<file path="config.mk">
export PLATFORM = sky130hd
export DESIGN_NAME = stopwatch_ctrl
export DESIGN_NICKNAME = d
export VERILOG_FILES = /design/src/rtl/stopwatch_pkg.sv /design/src/rtl/stopwatch_ctrl_cmd_edge.sv /design/src/rtl/stopwatch_ctrl.sv
export SDC_FILE = /design/constraint.sdc
export NUM_CORES = 1
export LEC_CHECK = 0
export CAP_MARGIN = 5
export CORE_ASPECT_RATIO = 1.2
export CORE_MARGIN = 4
export CORE_UTILIZATION = 50
export CTS_CLUSTER_DIAMETER = 80
export DETAILED_ROUTE_END_ITERATION = 8
export GPL_ROUTABILITY_DRIVEN = 0
export PLACE_DENSITY = 0.81
export SLEW_MARGIN = 10
export SYNTH_ARGS = -nofsm -noshare
export SYNTH_HDL_FRONTEND = slang
export SYNTH_SLANG_ARGS = --single-unit
export TNS_END_PERCENT = 100
</file>
<file path="constraint.sdc">
create_clock -name clk -period 2.2 [get_ports clk]
set_input_delay 0.44 -clock clk [delete_from_list [all_inputs] [get_ports clk]]
set_output_delay 0.44 -clock clk [all_outputs]
set_load 0.01 [all_outputs]
</file>
<file path="src/rtl/stopwatch_pkg.sv">
// Shared types and default constants for the stopwatch command sequencer.
package stopwatch_pkg;

  localparam int unsigned TW_DEF   = 10;
  localparam int unsigned LAPW_DEF = 4;

  localparam logic [10:0] OP_START_STOP_DEF = 11'b00001000000;
  localparam logic [10:0] OP_LAP_DEF        = 11'b00010000000;
  localparam logic [10:0] OP_CLEAR_DEF      = 11'b00100000000;

  typedef enum logic [1:0] {
    ST_IDLE  = 2'd0,
    ST_RUN   = 2'd1,
    ST_PAUSE = 2'd2,
    ST_LAP   = 2'd3
  } state_t;

endpackage

</file>
<file path="src/rtl/stopwatch_ctrl_cmd_edge.sv">
// Rising-edge detector: one accept pulse on the first cycle a match condition holds.
module cmd_edge (
  input  logic clk,
  input  logic reset,
  input  logic match,
  output logic accept
);

  logic match_q;
  logic match_d;

  // Next history value is simply the current match level.
  always_comb begin
    match_d = match;
  end

  // History register for the match condition.
  always_ff @(posedge clk) begin
    if (reset) match_q <= 1'b0;
    else       match_q <= match_d;
  end

  assign accept = match & ~match_q;

endmodule

</file>
<file path="src/rtl/stopwatch_ctrl.sv">
// Stopwatch command sequencer: edge-accepted commands drive an IDLE/RUN/PAUSE/LAP
// FSM, core_time run/clear controls, lap split capture and a registered display mux.
module stopwatch_ctrl
  import stopwatch_pkg::*;
#(
  parameter int unsigned TW            = TW_DEF,
  parameter int unsigned LAPW          = LAPW_DEF,
  parameter logic [10:0] OP_START_STOP = OP_START_STOP_DEF,
  parameter logic [10:0] OP_LAP        = OP_LAP_DEF,
  parameter logic [10:0] OP_CLEAR      = OP_CLEAR_DEF
) (
  input  logic            clk,
  input  logic            reset,
  input  logic            go,
  input  logic [10:0]     op_code,
  input  logic [TW-1:0]   live_minutes,
  input  logic [TW-1:0]   live_seconds,
  input  logic [TW-1:0]   live_hundreth,
  output logic            run_en,
  output logic            clear_time,
  output logic [TW-1:0]   disp_minutes,
  output logic [TW-1:0]   disp_seconds,
  output logic [TW-1:0]   disp_hundreth,
  output logic [LAPW-1:0] lap_count,
  output logic            frozen,
  output logic [1:0]      state
);

  logic go_acc, ss_acc, lap_acc, clr_acc;
  logic cmd_ss, cmd_lap, cmd_clr;

  cmd_edge u_edge_go (
    .clk(clk), .reset(reset), .match(go), .accept(go_acc)
  );
  cmd_edge u_edge_ss (
    .clk(clk), .reset(reset), .match(op_code == OP_START_STOP), .accept(ss_acc)
  );
  cmd_edge u_edge_lap (
    .clk(clk), .reset(reset), .match(op_code == OP_LAP), .accept(lap_acc)
  );
  cmd_edge u_edge_clr (
    .clk(clk), .reset(reset), .match(op_code == OP_CLEAR), .accept(clr_acc)
  );

  // Both start/stop sources merge into a single toggle.
  assign cmd_clr = clr_acc;
  assign cmd_ss  = go_acc | ss_acc;
  assign cmd_lap = lap_acc;

  state_t          state_q, state_d;
  logic            run_en_q, run_en_d;
  logic            frozen_q, frozen_d;
  logic            clear_q, clear_d;
  logic [TW-1:0]   lap_min_q, lap_min_d;
  logic [TW-1:0]   lap_sec_q, lap_sec_d;
  logic [TW-1:0]   lap_hun_q, lap_hun_d;
  logic [LAPW-1:0] lap_count_q, lap_count_d;
  logic [TW-1:0]   disp_min_q, disp_min_d;
  logic [TW-1:0]   disp_sec_q, disp_sec_d;
  logic [TW-1:0]   disp_hun_q, disp_hun_d;

  // Next-state, lap capture and display source selection; CLEAR > START_STOP > LAP.
  always_comb begin
    state_d     = state_q;
    clear_d     = 1'b0;
    lap_min_d   = lap_min_q;
    lap_sec_d   = lap_sec_q;
    lap_hun_d   = lap_hun_q;
    lap_count_d = lap_count_q;

    if (cmd_clr) begin
      clear_d     = 1'b1;
      state_d     = ST_IDLE;
      lap_min_d   = '0;
      lap_sec_d   = '0;
      lap_hun_d   = '0;
      lap_count_d = '0;
    end else begin
      unique case (state_q)
        ST_IDLE: begin
          if (cmd_ss) state_d = ST_RUN;
        end
        ST_RUN, ST_LAP: begin
          if (cmd_ss) begin
            state_d = ST_PAUSE;
          end else if (cmd_lap) begin
            state_d     = ST_LAP;
            lap_min_d   = live_minutes;
            lap_sec_d   = live_seconds;
            lap_hun_d   = live_hundreth;
            lap_count_d = (lap_count_q == '1) ? lap_count_q : lap_count_q + 1'b1;
          end
        end
        ST_PAUSE: begin
          if (cmd_ss) state_d = ST_RUN;
        end
        default: state_d = ST_IDLE;
      endcase
    end

    run_en_d = (state_d == ST_RUN) || (state_d == ST_LAP);
    frozen_d = (state_d == ST_LAP);

    // Mux keys off next-state values so the display switches on the same edge as frozen.
    if (clear_d) begin
      disp_min_d = '0;
      disp_sec_d = '0;
      disp_hun_d = '0;
    end else if (frozen_d) begin
      disp_min_d = lap_min_d;
      disp_sec_d = lap_sec_d;
      disp_hun_d = lap_hun_d;
    end else begin
      disp_min_d = live_minutes;
      disp_sec_d = live_seconds;
      disp_hun_d = live_hundreth;
    end
  end

  // State, control outputs, lap registers and display registers.
  always_ff @(posedge clk) begin
    if (reset) begin
      state_q     <= ST_IDLE;
      run_en_q    <= 1'b0;
      frozen_q    <= 1'b0;
      clear_q     <= 1'b0;
      lap_min_q   <= '0;
      lap_sec_q   <= '0;
      lap_hun_q   <= '0;
      lap_count_q <= '0;
      disp_min_q  <= '0;
      disp_sec_q  <= '0;
      disp_hun_q  <= '0;
    end else begin
      state_q     <= state_d;
      run_en_q    <= run_en_d;
      frozen_q    <= frozen_d;
      clear_q     <= clear_d;
      lap_min_q   <= lap_min_d;
      lap_sec_q   <= lap_sec_d;
      lap_hun_q   <= lap_hun_d;
      lap_count_q <= lap_count_d;
      disp_min_q  <= disp_min_d;
      disp_sec_q  <= disp_sec_d;
      disp_hun_q  <= disp_hun_d;
    end
  end

  assign state         = state_q;
  assign run_en        = run_en_q;
  assign frozen        = frozen_q;
  assign clear_time    = clear_q;
  assign lap_count     = lap_count_q;
  assign disp_minutes  = disp_min_q;
  assign disp_seconds  = disp_sec_q;
  assign disp_hundreth = disp_hun_q;

endmodule

</file>
==> metrics, run 1 <==
outcome completed; Antenna Cells 0; Synthesized Nets 453; final worst path period share 94.77%; total clock sinks 72; worst clock skew 0.009862 ns; Most used DFF post-synth dfxtp_1; sequential area share after synthesis 39.55%; Area growth syn-to-layout 34.91%; critical path type in2reg; biggest area consumer among synthesized cells dfxtp_1; post-synth top area share between 30 and 40%; critical path peak fanout 22; Initial Util a little over half; layout net count around 540; first-pass GRT wire length 16720 um; MaxCap Viol Count 0; synthesis-stage register bit count 72; synth top area cells dfxtp_1 40%, a21oi_1 8.4%, mux2i_1 8.2%; CP required 2.46 ns; # rows 33; I/O Buffers 82; final setup fails 0; fraction of layout cells with a size suffix above 1 12.75%; Final ANT Viol Nets 0; largest net degree at the start of global routing 35; chip width 85.94 um; htree depth 3; DRC 0; final slew viol count 0; Clock Latency Late Sink 0.35 ns; Internal 2.237 mW; synth cell count leaders 72 x dfxtp_1, 61 x a21oi_1, 33 x and3_1, 31 x nand3_1; gr usage total ~24%; most common cell in the netlist dfxtp_1; Peak VDD IR 0.0004881 V; Total Wirelength slightly above 10000 um; core region area roughly 7000 um^2; Post-synth EDFFs 0; vias in the first global route 3586; Crit. End Element flop; worst slew pin tran about 0.64 ns; Power per Cell Area 602.4 nW/um^2; clock share of power 39.5%; TritonCTS clock tree done; synth unique cells 40; vias 3604; io pins 83; Comb pwr share 14.8%; min Tclk post-route about 2.1 ns; clock root buffer clkbuf_8; DR WL/cell roughly 18 um; CTS Hold Bufs 0; Synth Instances 408; sequential share of power 45.6%; Syn. warnings 0; initial antenna violation count 0; fin area 4917 um^2; Net Switching 0.7255 mW; Final Hold Fails 0; unrepaired setup endpoints after global routing no; Max clock buf depth 2; die footprint 8725 um^2; total negative setup slack 0 ns; data arrival time of the worst path around 2.4 ns; Worst slew margin between 50% and 60%; critical path launch point type primary input; clk slew on worst S/H paths 0.07 ns; area post-placement roughly 4700 um^2; vias per inst ~6.2; switching share of power between 20% and 30%; type of the tightest min-delay check reg2reg; Post-Syn Area 3645 um^2; Cells after DPL between 500 and 600; Final Non-Filler Cells 581; hpwl dp approximately 6600 um; post-CTS setup buffer count 0; grt total ovfl 0; drt pass-1 iters 6; Num CTS Buffers 9; Leak roughly 1.8 nW; fillers approximately 540; die height 101.5 um; Initial DRC Count 351; FMAX 479.6 MHz; Async SR Flop Fraction 0%; Post-Syn Area per Cell 8.933 um^2
worst max-delay path, cell delays in order:
cell,delay [ns]
clkdlybuf4s50_1,0.49
buf_4,0.18
nand2b_1,0.19
buf_4,0.16
nor3_2,0.24
buf_4,0.33
nand3_1,0.12
a21oi_1,0.19
routing by layer:
metal  part of all wire [%]  GRT usage, %  wire length, um
met1                     41         28.94             4201
met5                      0             0                0
met4                    2.1         10.84              216
met3                    6.6         6.509              682
met2                     50         39.94             5169
layout by cell type, fill, tap and decap left out, drive strengths merged, types with 2 or more instances in the layout:
cell type | Yosys | routed
buf | 18 | 32
a21oi | 62 | 62
o31ai | 2 | 2
nor4 | 5 | 5
nand2b | 5 | 5
bufinv | 0 | 2
clkbuf | 25 | 10
clkdlybuf4s50 | 0 | 82
nand2 | 2 | 2
o21ai | 30 | 30
clkinv | 0 | 2
nor2 | 4 | 4
a211oi | 2 | 2
nand3 | 31 | 31
dfxtp | 72 | 72
or4 | 4 | 4
a22oi | 30 | 30
nor3 | 3 | 3
or4b | 2 | 2
and3 | 33 | 33
nor3b | 30 | 30
nor4b | 2 | 2
inv | 3 | 3
mux2i | 30 | 30
cell type report:
type                       instances  area [um^2]  share of cell area [%]
multi-input combinational        290         1988                   40.43
sequential                        72         1441                   29.31
tap                               87        108.9                   2.214
inverter                           3        11.26                  0.2290
timing repair buffer             114         1149                   23.36
clock inverter                     5        81.33                   1.654
clock buffer                      10        137.6                   2.799
what timing repair did:
item	4_1_cts	5_1_grt
hold endpoints to repair	0	0
gates resized for setup	0	1
setup endpoints to repair	0	2
power by group through the flow:
stage | logic, mW | clock network [mW] | registers [mW]
after CTS | 0.438 | 1.18 | 1.35
after detailed placement | 0.435 | 0 | 1.38
final | 0.440 | 1.17 | 1.35
after global routing | 0.467 | 1.25 | 1.36
after global placement | 0.427 | 0 | 1.38
after floorplan | 0.172 | 0 | 1.40
kinds of logic after synthesis:
logic type,Yosys count,share of synthesized area (%)
AO/OA/AOI/OAI,131,21.25
AND/OR/NAND/NOR,127,23.65
flip-flops,72,39.55
buffers and inverters,46,6.728
multiplexers,30,8.239
XOR/XNOR,1,0.2403
adder cells (fa/ha/maj),1,0.3432
path summary, 6_finish.rpt:
path | startpoint | to | slack (ns) | cells after the start
setup / recovery | op_code[6] | lap_sec_q[5] | 0.11 | 8
hold reg to reg | lap_min_q[3] | lap_min_q[3] | 0.47 | 2
setup reg to reg | u_edge_go.match_q | disp_seconds[7] | 0.41 | 5
hold / removal | lap_min_q[3] | lap_min_q[3] | 0.47 | 2
registers in the layout, indices dropped and copies added, names as in the netlist:
signal and cells:
disp_hundreth 10, disp_minutes 10, disp_seconds 10, lap_hun_q 10, lap_min_q 10, lap_sec_q 10
lap_count 4, clear_time 1, frozen 1, run_en 1, state 1, u_edge_clr.match_q 1
u_edge_go.match_q 1, u_edge_lap.match_q 1, u_edge_ss.match_q 1
metrics by stage:
| step | total power, mW | hold WS, ns | worst slack, ns | util (%) |
|---|---|---|---|---|
| floorplan | 1.572 | 0.4435 | 0.3822 | - |
| global placement | 1.808 | 0.4511 | -0.1918 | 67.28 |
| detailed placement | 1.817 | 0.4599 | -0.2739 | 67.28 |
| CTS | 2.964 | 0.4715 | 0.09134 | 70.41 |
| global route | 3.073 | 0.4954 | 0.06383 | 70.47 |
| finish | 2.962 | 0.4721 | 0.1150 | 70.47 |
(Power assumes the default switching activity.)
==> run 2: changes to the inputs <==
Settings changed: CTS_CLUSTER_SIZE from default to 30.
==> results of run 2 <==
Final layout, timing and power as in run 1 (identical DEF).
==> run 3: changes to the inputs <==
Settings changed: CORE_UTILIZATION 50 to 60, DONT_BUFFER_PORTS from default to 1, PLACE_DENSITY 0.81 to 0.77, TNS_END_PERCENT 100 to 1.
==> metrics, run 3 (synthesis gave the netlist of run 1 again) <==
outcome completed; clk slew on worst S/H paths 0.07 ns (about the same); crit path max-delay cell type or4b_1; io pins 83 (unchanged); Max clock buf depth 2 (unchanged); final worst path period share 83.70% (-11 points); # rows 30 (-9.1%); DRC 0 (unchanged); fin area 4006 um^2 (-19%); post-cts resize count 0 (unchanged); total clock sinks 72 (unchanged); Initial DRC Count 203 (-42%); Crit. End Element flop; final slew viol count 0 (unchanged); commonest cells after routing, fill and taps aside 72 x dfxtp_1, 61 x a21oi_1, 33 x and3_1; critical path type reg2reg; drt pass-1 iters 5 (-1); initial antenna violation count 0 (unchanged); core region area 5781 um^2 (-17%); hpwl dp 5771 um (-13%); most common cell after layout, fill and taps aside dfxtp_1; Max stage delay on crit path 0.65 ns (+0.16 ns); post-CTS setup buffer count 0 (unchanged); worst hold slack 0.1542 ns (-0.3179 ns); Leak 1.422 nW (-20%); Antenna Cells 0 (unchanged); critical path launch point type flop; clock root buffer clkbuf_8; DR WL/cell 18.56 um (+5.0%); total negative setup slack 0 ns (unchanged); Power per Cell Area 747.7 nW/um^2 (+24%); unrepaired setup endpoints after global routing no; first-pass GRT wire length 14420 um (-14%); MaxCap Viol Count 0 (unchanged); TritonCTS clock tree done; die height 93.38 um (-8.0%); chip width 79.15 um (-7.9%); worst clock skew 0.01013 ns (+0.0002627 ns); R2R depth 5 (unchanged); area of the multi-input gates 1984 um^2 (-0.19%); Final ANT Viol Nets 0 (unchanged); crit path to disp_hundreth[1]; CP Buf/Inv Count 1 (-3); final setup fails 0 (unchanged); CTS Hold Bufs 0 (unchanged); CP required 2.43 ns (-0.03 ns); FF+latch area 1441 um^2 (unchanged); vias in the first global route 2975 (-17%); Total Wirelength 8925 um (-13%); Area growth syn-to-layout 9.921%; gr usage total 24.46% (+0.43 points); critical path's top delay family simple AND/OR/NAND/NOR gates; Worst slew margin 56.69% (-0.94 points); Peak VDD IR 0.0004965 V (+1.7%); Crit. path cell count 5 (-3); worst slew pin tran 0.6481 ns (+0.01254 ns); critical path peak fanout 12 (-45%); overall power 2.996 mW (+1.1%); post-layout util 69.31% (-1.2 points); FMAX 543.1 MHz (+13%); Initial Util 63.05% (+11 points); Worst R2R End disp_hundreth[1]; data arrival time of the worst path 2.08 ns (-0.27 ns); Num CTS Buffers 9 (unchanged); layout net count 441 (-18%); CP Cell Sequence or4b_1 > o311ai_4 > buf_12 > mux2i_1 > a21oi_1; htree depth 3 (unchanged); Worst R2R Start u_edge_clr.match_q; Clock Latency Late Sink 0.35 ns (about the same); min Tclk post-route 1.841 ns (-0.2436 ns); vias 3156 (-12%); vias per inst 6.561 (+5.8%); largest net degree at the start of global routing 37 (+5.7%); reg-to-reg slack, setup 0.36 ns (-0.05 ns); die footprint 7391 um^2 (-15%); Final Hold Fails 0 (unchanged); grt total ovfl 0 (unchanged); fraction of layout cells with a size suffix above 1 12.47% (-0.28 points); Critical path origin u_edge_clr.match_q; type of the tightest min-delay check in2reg; area post-placement 3737 um^2 (-20%); fillers 468 (-13%); I/O Buffers 0 (-100%)
[run 3: cell count changes in the layout (fill, tap and decap cells not counted), sizes merged]
cell / previous run / this run
buf: 32 / 20
clkinv: 2 / 0
bufinv: 2 / 4
clkdlybuf4s50: 82 / 0
clkbuf: 10 / 11
[run 3: through the flow]
| stage | setup WS (ns) | cells |
|---|---|---|
| 6_report | 0.3586 | 481 |
| 5_1_grt | 0.3003 | 481 |
| 4_1_cts | 0.3597 | 481 |
| 3_5_place_dp | 0.2292 | 465 |
| 3_3_place_gp | 0.2816 | 465 |
| 2_1_floorplan | 0.3822 | 408 |
[run 3: worst min-delay path by stage]
| stage | startpoint | end | slack (ns) | cells after the start |
|---|---|---|---|---|
| floorplan | lap_hun_q[8] | lap_hun_q[8] | 0.44 | 2 |
| global placement | lap_min_q[3] | lap_min_q[3] | 0.45 | 2 |
| detailed placement | lap_sec_q[8] | lap_sec_q[8] | 0.46 | 2 |
| CTS | reset | u_edge_go.match_q | 0.14 | 1 |
| global route | op_code[6] | u_edge_clr.match_q | 0.15 | 1 |
| finish | reset | u_edge_go.match_q | 0.15 | 1 |
[run 3: cell type report]
class,count,area share (%)
Multi-Input combinational cell,290,49.53
Clock inverter,5,3.186
Clock buffer,11,3.529
Sequential cell,72,35.98
Timing Repair Buffer,20,4.997
Inverter,3,0.2811
Tap cell,80,2.498
[run 3: report_power, final]
group	switching, mW	internal [mW]	total (mW)	leakage, nW
Clock	0.500	0.900	1.40	0.130
Combinational	0.130	0.0940	0.224	0.703
Sequential	0.0327	1.34	1.37	0.589
Total	0.662	2.33	3.00	1.42
[run 3: layer usage]
metal / up-vias / wire, um / global-route usage [%]
li1: 1499 / - / -
met1: 1500 / 3943 / 31.58
met2: 134 / 4102 / 37.08
met3: 23 / 621 / 5.877
met4: 0 / 257 / 14.04
met5: - / 0 / 0
